**config.mk**
```make
export PLATFORM = sky130hd
export DESIGN_NAME = hiscore_ram_arbiter
export DESIGN_NICKNAME = d
export VERILOG_FILES = /design/src/rtl/hiscore_ram_arbiter.sv
export SDC_FILE = /design/constraint.sdc
export NUM_CORES = 1
export LEC_CHECK = 0
export ABC_CLOCK_PERIOD_IN_PS = 2500
export BUFFER_PORTS_ARGS = -buffer_cell sky130_fd_sc_hd__clkbuf_2
export CAP_MARGIN = 20
export CORE_ASPECT_RATIO = 1.2
export CORE_MARGIN = 8
export CORE_UTILIZATION = 54
export DETAILED_ROUTE_END_ITERATION = 16
export PLACE_DENSITY = 0.83
export SLEW_MARGIN = 40
export SYNTH_ARGS = -nofsm -noshare
export SYNTH_HDL_FRONTEND = slang
export SYNTH_SLANG_ARGS = --single-unit
```
**constraint.sdc**
```tcl
create_clock -name clk -period 2.5 [get_ports clk]
set_input_delay 0.625 -clock clk [delete_from_list [all_inputs] [get_ports clk]]
set_output_delay 0.625 -clock clk [all_outputs]
set_load 0.05 [all_outputs]
```
**src/rtl/hiscore_ram_arbiter.sv**
```systemverilog
// Work-RAM arbiter for the hiscore engine: steals one RAM cycle during a settled
// vblank window, when the CPU is idle, or after pausing the CPU on timeout.
module hiscore_ram_arbiter #(
    parameter int unsigned SETTLE  = 2,
    parameter int unsigned TIMEOUT = 4095
) (
    input  logic       clk,
    input  logic       reset_n,
    input  logic       vblank,
    input  logic       cpu_busy,
    input  logic       cpu_halted,
    input  logic       hs_req,
    input  logic       hs_we,
    input  logic [9:0] hs_addr,
    input  logic [7:0] hs_wdata,
    output logic       hs_ack,
    output logic [7:0] hs_rdata,
    output logic       ram_sel,
    output logic [9:0] ram_addr,
    output logic       ram_we,
    output logic [7:0] ram_wdata,
    input  logic [7:0] ram_rdata,
    output logic       cpu_pause,
    output logic       busy
);

    typedef enum logic [2:0] {
        IDLE,
        WAIT,
        ACCESS,
        CAPTURE,
        ACK
    } state_t;

    localparam logic [3:0]  SETTLE_C  = 4'(SETTLE);
    localparam logic [11:0] TIMEOUT_C = 12'(TIMEOUT);

    state_t      state_q, state_d;
    logic        req_we_q, req_we_d;
    logic [9:0]  req_addr_q, req_addr_d;
    logic [7:0]  req_wdata_q, req_wdata_d;
    logic [11:0] wait_q, wait_d;
    logic [3:0]  settle_q, settle_d;
    logic        armed_q, armed_d;
    logic        vblank_prev_q, vblank_prev_d;
    logic        hs_ack_q, hs_ack_d;
    logic [7:0]  hs_rdata_q, hs_rdata_d;
    logic        ram_sel_q, ram_sel_d;
    logic [9:0]  ram_addr_q, ram_addr_d;
    logic        ram_we_q, ram_we_d;
    logic [7:0]  ram_wdata_q, ram_wdata_d;
    logic        cpu_pause_q, cpu_pause_d;
    logic        busy_q, busy_d;

    logic vblank_rise;
    logic vblank_open;
    logic window;

    // The window opens SETTLE cycles after the rising edge and closes in the same cycle vblank drops.
    always_comb begin
        vblank_rise   = vblank & ~vblank_prev_q;
        vblank_prev_d = vblank;
        settle_d      = settle_q;
        armed_d       = armed_q;
        if (!vblank) begin
            armed_d  = 1'b0;
            settle_d = 4'd0;
        end else if (vblank_rise) begin
            armed_d  = 1'b1;
            settle_d = 4'd1;
        end else if (armed_q && (settle_q < SETTLE_C)) begin
            settle_d = settle_q + 4'd1;
        end
        vblank_open = vblank & (vblank_rise ? (SETTLE_C == 4'd0)
                                            : (armed_q & (settle_q >= SETTLE_C)));
        window      = (vblank_open & ~cpu_busy) | cpu_halted;
    end

    always_comb begin
        state_d     = state_q;
        req_we_d    = req_we_q;
        req_addr_d  = req_addr_q;
        req_wdata_d = req_wdata_q;
        wait_d      = wait_q;
        cpu_pause_d = cpu_pause_q;
        hs_rdata_d  = hs_rdata_q;

        case (state_q)
            IDLE: begin
                if (hs_req) begin
                    req_we_d    = hs_we;
                    req_addr_d  = hs_addr;
                    req_wdata_d = hs_wdata;
                    wait_d      = 12'd0;
                    state_d     = WAIT;
                end
            end
            WAIT: begin
                if (!hs_req) begin
                    cpu_pause_d = 1'b0;
                    state_d     = IDLE;
                end else begin
                    if (wait_q != TIMEOUT_C) begin
                        wait_d = wait_q + 12'd1;
                    end
                    if (wait_d == TIMEOUT_C) begin
                        cpu_pause_d = 1'b1;
                    end
                    if (window) begin
                        state_d = ACCESS;
                    end
                end
            end
            ACCESS: begin
                state_d = CAPTURE;
            end
            CAPTURE: begin
                if (!req_we_q) begin
                    hs_rdata_d = ram_rdata;
                end
                state_d = ACK;
            end
            ACK: begin
                cpu_pause_d = 1'b0;
                state_d     = IDLE;
            end
            default: begin
                state_d = IDLE;
            end
        endcase

        // Outputs are decoded from the next state so they line up with the state they describe.
        hs_ack_d    = (state_d == ACK);
        ram_sel_d   = (state_d == ACCESS);
        ram_we_d    = (state_d == ACCESS) & req_we_q;
        ram_addr_d  = ram_sel_d ? req_addr_q  : ram_addr_q;
        ram_wdata_d = ram_sel_d ? req_wdata_q : ram_wdata_q;
        busy_d      = (state_d != IDLE);
    end

    always_ff @(posedge clk or negedge reset_n) begin
        if (!reset_n) begin
            state_q       <= IDLE;
            req_we_q      <= 1'b0;
            req_addr_q    <= 10'd0;
            req_wdata_q   <= 8'd0;
            wait_q        <= 12'd0;
            settle_q      <= 4'd0;
            armed_q       <= 1'b0;
            vblank_prev_q <= 1'b1;
            hs_ack_q      <= 1'b0;
            hs_rdata_q    <= 8'd0;
            ram_sel_q     <= 1'b0;
            ram_addr_q    <= 10'd0;
            ram_we_q      <= 1'b0;
            ram_wdata_q   <= 8'd0;
            cpu_pause_q   <= 1'b0;
            busy_q        <= 1'b0;
        end else begin
            state_q       <= state_d;
            req_we_q      <= req_we_d;
            req_addr_q    <= req_addr_d;
            req_wdata_q   <= req_wdata_d;
            wait_q        <= wait_d;
            settle_q      <= settle_d;
            armed_q       <= armed_d;
            vblank_prev_q <= vblank_prev_d;
            hs_ack_q      <= hs_ack_d;
            hs_rdata_q    <= hs_rdata_d;
            ram_sel_q     <= ram_sel_d;
            ram_addr_q    <= ram_addr_d;
            ram_we_q      <= ram_we_d;
            ram_wdata_q   <= ram_wdata_d;
            cpu_pause_q   <= cpu_pause_d;
            busy_q        <= busy_d;
        end
    end

    assign hs_ack    = hs_ack_q;
    assign hs_rdata  = hs_rdata_q;
    assign ram_sel   = ram_sel_q;
    assign ram_addr  = ram_addr_q;
    assign ram_we    = ram_we_q;
    assign ram_wdata = ram_wdata_q;
    assign cpu_pause = cpu_pause_q;
    assign busy      = busy_q;

endmodule

```
==> impl_metrics.tcl <==
set metrics [dict create \
    pwr-share-clk 0.202 \
    wl_per_cell_um 17.4 \
    cp-end-kind "register" \
    design_power_total_mw 4.85 \
    grt_pass1_vias 2397 \
    combPwrFrac 0.415 \
    setup_tns_ns 0 \
    yosys.area.top_type "dfrtp_1" \
    drt_first_pass_iters 5 \
    period_share 0.853 \
    setup.worst_path.start "settle_q[0]$_DFFE_PN0P_" \
    peakVddDrop_uv 1040 \
    ant_nets 0 \
    fmax_mhz 469 \
    grtUsageTotal 0.171 \
    vias 2213 \
    grt_overflow 0 \
    worst_setup_path_start_kind "register" \
    layout-drive-gt1-share 0.451 \
    worst_r2r_startpoint "settle_q[0]$_DFFE_PN0P_" \
    worst_slew_pin_slew_ns 0.506 \
    whs_ns 0.217 \
    io_pins 64 \
    maxCapViolations 0 \
    synth_edf_count 0 \
    final-max-slew-violation-count 0 \
    post_cts_buffers 0 \
    drt_iter0_drc 166 \
    reg2reg_slack_ns 0.37 \
    yosys-top-cells-count "dfrtp_1 (70), mux2_2 (45), nor2_1 (20)" \
    run_status "finished, final reports clean" \
    routabilityCongestion 0.823 \
    ctsHoldBuffers 0 \
    synthFlopType "dfrtp_1" \
    seq_area_frac_synth 0.580 \
    critPathRequiredTime_ns 2.72 \
    hold_viol 0 \
    min_path_type "in2async" \
    drt_wl_total_um 6770 \
    grt_pass1_wl_um 11400 \
    synth_area_per_cell_um2 12.4 \
    dpl_worst_slack_ns 0.175 \
    p_per_area_nw_per_um2 1310 \
    num-fill-cells 410 \
    h-tree-depth 3 \
    cp_max_fo 20 \
    crit_arrival_ns 2.35 \
    drc 0 \
    ys_top_cells_by_area "dfrtp_1 (57%), mux2_2 (17%), a21oi_1 (2.4%), nor2_1 (2.4%), nand2_1 (2.0%)" \
    num_rows 30 \
    synthCells 248 \
    post-route-min-period_ns 2.13 \
    yosys_warnings 0 \
    cts_resized 0 \
    cts.reportedPaths.clkPinSlew_ns 0.07 \
    vias_per_cell 5.67 \
    cts_tree "yes" \
    synth_area_um2 3070 \
    rsz0062_at_grt "no" \
    start_util 0.552 \
    setup_viol 0 \
    synth_nets 284 \
    die_area_um2 8350 \
    dpl.hpwl_um 4860 \
    clock_sinks 71 \
    n_antenna_cell 0 \
    cts_root_buf "clkbuf_8" \
    power.internal_mw 2.84 \
    netlist-cell-type-count 44 \
    die_height_um 98.5 \
    clk_path_buf_depth 2 \
    clk_latency_ns 0.34 \
    synth-async-reset-ratio 1.00 \
    grt_max_degree 27 \
    swShare 0.415 \
    coreArea_um2 5560 \
    port_buffers 63 \
    critPathKind "reg2reg" \
    die_w_um 84.8 \
    seqPwrFrac 0.384 \
    antenna_found_initial 0 \
    worstReg2RegEnd "ram_addr[2]$_DFFE_PN0N_" \
    yosysMostFrequentCell "dfrtp_1" \
    nNetsFinal 358 \
    reg2regPathDepth 8 \
    worst_slack_ns 0.369 \
    p_leak_nw 1.74 \
    synth_top_area_frac 0.571 \
    area_growth_syn_to_layout_pct 20.9 \
    slew_headroom 0.654 \
    synth-seq-cells 71 \
    fin_skew_ns 0.00658 \
    power_switching_mw 2.01 \
    numCtsBuffers 9 \
]
registers in the layout, indices dropped and copies added (netlist names):
signal and flops:
state_q 3, ram_we 1, ram_addr 10, hs_ack 1, ram_sel 1, hs_rdata 8
vblank_prev_q 1, req_addr_q 10, ram_wdata 8, wait_q 12, armed_q 1, req_wdata_q 8
cpu_pause 1, settle_q 4, req_we_q 1, busy 1
worst max-delay path: stages, from the launching register on:
cell	delay [ns]
dfrtp_1	0.39
inv_1	0.09
ha_1	0.17
inv_1	0.05
a2111oi_0	0.47
nor2_1	0.13
nor2_2	0.18
buf_12	0.18
mux2_2	0.35
layout by cell type, fill, tap and decap left out, types with 2 or more instances in the layout:
cell type	Yosys	routed
a21boi_0	3	3
o21ai_0	11	11
nand4_1	2	2
and2_1	3	3
dfrtp_1	70	70
nor2_1	20	18
clkbuf_2	0	62
buf_4	0	9
nand3_1	6	6
o22ai_1	2	2
ha_1	3	3
nor2_2	0	2
clkbuf_8	0	10
nor3_1	4	4
bufinv_16	0	2
a21oi_1	15	15
a31oi_1	2	2
inv_1	5	5
mux2_2	45	45
and4_2	2	2
xnor2_1	2	2
and3_1	3	3
nand2_1	16	16
clkinv_2	0	2
mux2i_1	2	2
stage by stage:
stage                     instance area (µm²)  utilization  instances
after CTS                                3700        0.667        390
final                                    3700        0.667        390
after floorplan                          3070            -        248
after global routing                     3700        0.667        390
after global placement                   3490        0.629        375
after detailed placement                 3490        0.629        375
cells by family after synthesis:
logic type,after synthesis,synth area share
xor+xnor,2,0.00572
buf+inv,16,0.0269
compound gates,42,0.0902
fa+ha+maj,3,0.0122
mux,47,0.172
simple gates,67,0.113
flops,71,0.580
final cells by class:
cell class | count | area [µm²] | share of cell area
Clock buffer | 11 | 141 | 0.0382
Multi-Input combinational cell | 161 | 1210 | 0.327
Timing Repair Buffer | 73 | 403 | 0.109
Clock inverter | 4 | 70.1 | 0.0189
Sequential cell | 71 | 1780 | 0.480
Inverter | 6 | 22.5 | 0.00608
Tap cell | 64 | 80.1 | 0.0216
power groups by stage:
stage | clock network [mW] | logic [mW] | registers [mW]
2_1_floorplan | 0 | 0.752 | 2.60
3_3_place_gp | 0 | 1.96 | 1.84
3_5_place_dp | 0 | 2.02 | 1.88
4_1_cts | 0.992 | 2.03 | 1.86
5_1_grt | 1.04 | 2.12 | 1.92
6_report | 0.978 | 2.01 | 1.86
worst max path at each step:
stage	to	slack, ns	depth (start not counted)
2_1_floorplan	cpu_pause$_DFFE_PN0P_	0.48	7
3_3_place_gp	ram_wdata[6]$_DFFE_PN0N_	0.21	7
3_5_place_dp	ram_addr[2]$_DFFE_PN0N_	0.17	7
4_1_cts	ram_addr[2]$_DFFE_PN0N_	0.33	8
5_1_grt	ram_addr[6]$_DFFE_PN0N_	0.24	8
6_report	ram_addr[2]$_DFFE_PN0N_	0.37	8
metal layers:
metal | GRT usage | wire length (µm) | up-vias
li1 | - | - | 1039
met1 | 0.200 | 2820 | 1084
met2 | 0.285 | 3410 | 79
met3 | 0.0533 | 432 | 11
met4 | 0.0659 | 106 | 0
met5 | 0 | 0 | -
Note: power is estimated with default switching activity, not from simulation.
